[src/rtl/wb_stage_param.sv]
// Write-back pipeline stage: selects and extends load data, picks the write-back
// source and next PC, and registers everything with a retired-instruction counter.
module wb_stage_param #(
  parameter int              XLEN     = 32,
  parameter logic [XLEN-1:0] RESET_PC = {XLEN{1'b0}}
) (
  input  logic            clk,
  input  logic            rst,
  input  logic            valid_i,
  input  logic            stall_i,
  input  logic            flush_i,
  input  logic [XLEN-1:0] alu_i,
  input  logic [XLEN-1:0] mem_i,
  input  logic [XLEN-1:0] pc_i,
  input  logic [XLEN-1:0] imm_i,
  input  logic [1:0]      wb_sel_i,
  input  logic [2:0]      load_type_i,
  input  logic [4:0]      rd_i,
  input  logic            reg_we_i,
  input  logic            pc_sel_i,
  output logic [XLEN-1:0] pc_o,
  output logic [XLEN-1:0] dataD_o,
  output logic [4:0]      rd_o,
  output logic            reg_we_o,
  output logic            valid_o,
  output logic [XLEN-1:0] instret_o
);

  localparam logic [XLEN-1:0] ONE  = {{(XLEN-1){1'b0}}, 1'b1};
  localparam logic [XLEN-1:0] FOUR = {{(XLEN-3){1'b0}}, 3'b100};

  logic [7:0]      byte_s;
  logic [15:0]     half_s;
  logic [XLEN-1:0] load_s;
  logic [XLEN-1:0] pc_plus4_s;
  logic [XLEN-1:0] next_pc_s;
  logic [XLEN-1:0] wb_data_s;
  logic            rd_we_s;

  // Load extraction, write-back source mux and next-PC selection
  always_comb begin
    byte_s     = 8'h00;
    half_s     = 16'h0000;
    load_s     = mem_i;
    pc_plus4_s = pc_i + FOUR;
    next_pc_s  = pc_plus4_s;
    wb_data_s  = alu_i;
    rd_we_s    = reg_we_i & (rd_i != 5'd0);

    case (alu_i[1:0])
      2'b00:   byte_s = mem_i[7:0];
      2'b01:   byte_s = mem_i[15:8];
      2'b10:   byte_s = mem_i[23:16];
      2'b11:   byte_s = mem_i[31:24];
      default: byte_s = 8'h00;
    endcase

    if (alu_i[1]) begin
      half_s = mem_i[31:16];
    end else begin
      half_s = mem_i[15:0];
    end

    // Reserved encodings fall through to a full-word load
    case (load_type_i)
      3'b000:  load_s = {{(XLEN-8){byte_s[7]}}, byte_s};
      3'b001:  load_s = {{(XLEN-16){half_s[15]}}, half_s};
      3'b100:  load_s = {{(XLEN-8){1'b0}}, byte_s};
      3'b101:  load_s = {{(XLEN-16){1'b0}}, half_s};
      default: load_s = mem_i;
    endcase

    if (pc_sel_i) begin
      next_pc_s = {alu_i[XLEN-1:1], 1'b0};
    end else begin
      next_pc_s = pc_plus4_s;
    end

    case (wb_sel_i)
      2'b00:   wb_data_s = alu_i;
      2'b01:   wb_data_s = load_s;
      2'b10:   wb_data_s = pc_plus4_s;
      2'b11:   wb_data_s = imm_i;
      default: wb_data_s = alu_i;
    endcase
  end

  // Stage registers: flush beats stall, stall beats accept, otherwise a bubble
  always_ff @(posedge clk or negedge rst) begin
    if (!rst) begin
      pc_o      <= RESET_PC;
      dataD_o   <= {XLEN{1'b0}};
      rd_o      <= 5'd0;
      reg_we_o  <= 1'b0;
      valid_o   <= 1'b0;
      instret_o <= {XLEN{1'b0}};
    end else if (flush_i) begin
      reg_we_o <= 1'b0;
      valid_o  <= 1'b0;
    end else if (stall_i) begin
      reg_we_o <= reg_we_o;
      valid_o  <= valid_o;
    end else if (valid_i) begin
      pc_o      <= next_pc_s;
      dataD_o   <= wb_data_s;
      rd_o      <= rd_i;
      reg_we_o  <= rd_we_s;
      valid_o   <= 1'b1;
      instret_o <= instret_o + ONE;
    end else begin
      reg_we_o <= 1'b0;
      valid_o  <= 1'b0;
    end
  end

endmodule

[config.mk]
export PLATFORM = sky130hd
export DESIGN_NAME = wb_stage_param
export DESIGN_NICKNAME = d
export VERILOG_FILES = /design/src/rtl/wb_stage_param.sv
export SDC_FILE = /design/constraint.sdc
export NUM_CORES = 1
export LEC_CHECK = 0
export BUFFER_PORTS_ARGS = -buffer_cell sky130_fd_sc_hd__clkbuf_2
export CORE_ASPECT_RATIO = 1.2
export CORE_MARGIN = 2
export CORE_UTILIZATION = 51
export CTS_BUF_LIST = sky130_fd_sc_hd__clkbuf_4
export DETAILED_ROUTE_END_ITERATION = 8
export GPL_ROUTABILITY_DRIVEN = 0
export MAX_ROUTING_LAYER = met4
export PLACE_DENSITY = 0.82
export SLEW_MARGIN = 10
export SYNTH_ARGS = -nofsm -noshare
export SYNTH_HDL_FRONTEND = slang
export SYNTH_SLANG_ARGS = --single-unit
[constraint.sdc]
create_clock -name clk -period 2.42 [get_ports clk]
set_input_delay 0.121 -clock clk [delete_from_list [all_inputs] [get_ports clk]]
set_output_delay 0.121 -clock clk [all_outputs]
set_load 0.03 [all_outputs]
# Word-level counts from Yosys, hierarchy flattened
# Index checks and enable logic that the tools add are counted.
op_classes:
  n_bitwise: 3
  eq_ne: 10
  reduce_logical: 5
  n_mux: 11
  add_sub_neg: 2
op_table:
  columns: ["cell", "count"]
  rows:
  - ["case mux 32 bit (4 select lines)", 2]
  - ["adder 32 x 1 -> 32 bit, second input constant", 1]
  - ["adder 32 x 3 -> 32 bit, second input constant", 1]
  - ["2-to-1 mux 32 bit", 1]
  - ["case mux 8 bit (4 select lines)", 1]
  - ["2-to-1 mux 16 bit", 1]
  - ["equality test 2 bit, second input constant", 4]
  - ["equality test 3 bit, second input constant", 2]
  - ["2-to-1 mux 1 bit", 6]
  - ["nonzero test 5 bit", 1]
  - ["equality test 2 x 1 -> 1 bit, second input constant", 2]
  - ["logical NOT 2 bit", 2]
  - ["equality test 3 x 1 -> 1 bit, second input constant", 1]
  - ["logical NOT 3 bit", 1]
  - ["AND reduction 3 bit", 1]
  - ["inequality test 2 x 1 -> 1 bit, second input constant", 1]
  - ["inverter 1 bit", 2]
  - ["AND 1 bit", 1]
word_totals:
  reg_bits: 103
  output_inout_bits: 103
  in_bits: 145
  word_cells: 37

# Logic depth before layout (Yosys ltp)
logic_depth:
  depth_word: 5
  ltp_mapped: 7
  ltp_nobuf: 6

# Least setup slack after synthesis
# OpenSTA, ideal clock, no wires.
synth_path:
  kind: "register to register"
  from: "register instret_o[0]"
  to: "register instret_o[24]"
  setup_slack_ns: 0.359
  setup_ns: 0.134
  path_buffers: 0
  arrival_ns: 1.927
  period_less_slack_ns: 2.061
  stages_incl_launch_ff: 7
  path_cell_list: "dfrtp_1 > ha_1 > nor4bb_1 > nand4_1 > nor3_1 > nand2_1 > xnor2_1"
synth_between:
  elab_chain_len: 1
synth_lines:
  columns: ["item", "line_no", "source"]
  rows:
  - ["start: declaration", "26", "output logic [XLEN-1:0] instret_o"]
  - ["start signal: assignment", "96", "instret_o <= {XLEN{1'b0}};"]
  - ["start signal: assignment", "109", "instret_o <= instret_o + ONE;"]
  - ["adder 32 x 1 -> 32 bit", "109", null]
# Every way passes these cells.
# A chain may end at the register's enable or synchronous reset.

# Final worst setup path
layout_path:
  from: "input port flush_i"
  to: "register dataD_o[16]"
layout_between:
  elab_chain_len: 2
layout_lines:
  columns: ["item", "line_no", "source"]
  rows:
  - ["start: declaration", "11", "input logic flush_i,"]
  - ["inverter 1 bit (no source line)", null, null]
  - ["AND reduction 3 bit (no source line)", null, null]
  - ["end signal: assignment", "92", "dataD_o <= {XLEN{1'b0}};"]
  - ["end signal: assignment", "105", "dataD_o <= wb_data_s;"]
  - ["end: declaration", "22", "output logic [XLEN-1:0] dataD_o,"]
# Every way passes these cells.

==> flow_summary.json <==
{
  "synthAdderAreaFrac": 0.00393,
  "p_int_uw": 2910,
  "synth_top_family_by_area": "simple AND/OR/NAND/NOR gates",
  "path_clk_slew_ps": 180,
  "path_class": "in2reg",
  "ant_nets": 0,
  "rsz0062_at_grt": "no",
  "syn-num-nets": 892,
  "cp_top_family": "buffers and inverters",
  "track_usage": 0.358,
  "first_pass_iters": 6,
  "syn2layout_area_growth_pct": 33.9,
  "critPathMaxFanout": 38,
  "cts_buffer_depth": 2,
  "tightest_slew_ps": 583,
  "dp_hpwl_um": 17600,
  "ir_worst_vdd_uv": 353,
  "worst_setup_path_end_kind": "register",
  "fin_tns_setup_ps": 0,
  "cap_violations": 0,
  "synth_seq_area_share": 0.405,
  "fmax_mhz": 441,
  "htreeDepth": 3,
  "report.final.slew_viol_count": 0,
  "synthTopCellsByArea": "dfrtp_1, nand2_1, o21ai_0",
  "pwr_density_cell_nw_per_um2": 578,
  "initial_core_util": 0.523,
  "crit_buf_inv": 4,
  "drc": 0,
  "cp_common_cell": "dlygate4sd3_1",
  "pwr-share-comb": 0.357,
  "p_clk_frac": 0.204,
  "arrival_ps": 2640,
  "hold_viol_final": 0,
  "p_seq_frac": 0.439,
  "hold_class": "in2reg",
  "core_um2": 12200,
  "antenna_found_initial": 2,
  "grt_max_degree": 50,
  "io_pins": 248,
  "switching_share": 0.410,
  "yosys.area_share.simple": 0.222,
  "cellLeakagePower_uw": 0.00412,
  "synth_compound_area_frac": 0.214,
  "grt.overflow.total": 0,
  "yosys-top-cells-count": "dfrtp_1, nand2_1, o21ai_0",
  "drt_wl_total_um": 23500,
  "wl_per_cell_um": 19.5,
  "ys_types": 65,
  "synthFlopType": "dfrtp_1",
  "numCtsBuffers": 9,
  "post-route-min-period_ps": 2270,
  "root_buffer": "clkbuf_4",
  "yosys_register_bits": 103,
  "die_area_um2": 13400,
  "clock_skew_ps": 22.1,
  "drt_iter0_drc": 627,
  "synth_area_um2": 6370,
  "slowest_stage": "or3b_2",
  "synth-edff-count": 0,
  "startpoint_type": "primary input",
  "period_share": 0.937,
  "fp-row-count": 44,
  "switchingPower_uw": 2020,
  "cts_setup_buffers": 0,
  "grt_pass1_wl_um": 36300,
  "setup_viol": 0,
  "power.total_uw": 4930,
  "clock-sinks": 103,
  "clk-insertion-delay-late_ps": 470,
  "cp.required_ps": 2800,
  "synthXorXnorAreaFrac": 0.0688,
  "port_buffers": 247,
  "cts_tree": "done",
  "slew_headroom": 0.606,
  "synth_top_area_cell": "dfrtp_1",
  "path_cells": "dlygate4sd3_1 -> clkbuf_2 -> or3b_2 -> buf_12 -> a221oi_1 -> a31oi_1 -> dlygate4sd3_1",
  "synth_top_area_frac": 0.405,
  "grt_pass1_vias": 6922,
  "synth.mux.area_fraction": 0.0413,
  "async_flop_share": 1.00,
  "vias_per_cell": 6.07,
  "syn_area_per_cell_um2": 8.55,
  "vias": 7300,
  "yosysWarnings": 0,
  "critPathMaxStageDelay_ps": 660,
  "synthCells": 745,
  "drive_gt1_frac": 0.300,
  "dieHeight_um": 126,
  "dieWidth_um": 106,
  "status": "complete, no violations",
  "nets": 1181
}
stage by stage:
step	utilization	hold WS (ps)	instances	instance area (um2)	setup WS, ps
2_1_floorplan	-	-175	745	6370	359
3_3_place_gp	0.645	49.0	1133	7840	237
3_5_place_dp	0.645	54.0	1133	7840	174
4_1_cts	0.700	0.171	1200	8510	166
5_1_grt	0.701	20.8	1202	8530	34.0
6_report	0.701	21.2	1202	8530	153
tightest hold or removal path: stages:
cell and delay (ps):
clkbuf_2 100, inv_1 50, a221o_1 130, a21oi_1 60
state kept, by name, summed over array words and instances (netlist names):
| register | count |
|---|---|
| dataD_o | 32 |
| instret_o | 32 |
| pc_o | 32 |
| rd_o | 5 |
| reg_we_o | 1 |
| valid_o | 1 |
cells by family (layout without fill, tap and decap cells):
group,Yosys count,after routing
simple gates,282,282
flops,103,103
compound gates,213,213
fa+ha+maj,2,2
other cells,0,2
xor+xnor,50,50
mux,24,24
buf+inv,71,365
placed cells by master, fill, tap and decap left out, types with 11 or more instances in the layout:
cell type        n
clkbuf_2       246
nand2_1        103
dfrtp_1        103
o21ai_0         70
dlygate4sd3_1   51
nor2_1          46
a21oi_1         43
xnor2_1         37
nand3_1         27
inv_1           24
buf_4           24
and3_1          16
or3_1           16
mux2i_1         15
a31oi_1         15
nor3_1          14
xor2_1          13
nand4_1         11
path summary, 6_finish.rpt:
path / endpoint / slack (ps) / startpoint / cells after the start
worst min-delay path: dataD_o[13] / 20 / mem_i[13] / 4
worst max-delay path: dataD_o[16] / 150 / flush_i / 7
min in group asynchronous: dataD_o[0] / 70 / rst / 2
max in group asynchronous: dataD_o[14] / 1570 / rst / 3
worst max register to register: instret_o[28] / 260 / instret_o[0] / 6
worst min register to register: pc_o[22] / 490 / pc_o[22] / 2
routing by layer:
| metal | track usage | vias up | wire length, um |
|---|---|---|---|
| met5 | - | - | 0 |
| met4 | 0.214 | 0 | 1470 |
| met3 | 0.0601 | 110 | 2260 |
| met2 | 0.557 | 503 | 10900 |
| met1 | 0.438 | 3390 | 8880 |
| li1 | - | 3297 | - |
timing repair:
action | in CTS | in global routing
setup endpoints to repair | 0 | 4
hold buffers | 51 | 0
endpoints found under the hold margin | 128 | 0
resized for setup | 0 | 2
area by class of cell:
cell class / instances / area [um2]
Inverter: 25 / 93.8
Tap cell: 161 / 201
Timing Repair Buffer: 324 / 1970
Sequential cell: 103 / 2580
Fill cell: 1002 / 3640
Multi-Input combinational cell: 571 / 3520
Clock inverter: 7 / 92.6
Clock buffer: 9 / 67.6
Antenna cell: 2 / 5.00
power groups by stage:
stage                     Combinational (uW)  Sequential, uW  Clock [uW]
final                                   1760            2160        1010
after global routing                    1870            2200        1070
after CTS                               1740            2160        1010
after global placement                  1640            2190           0
after detailed placement                1660            2190           0
after floorplan                          488            2680           0
Note: power is estimated with default switching activity, not from simulation.
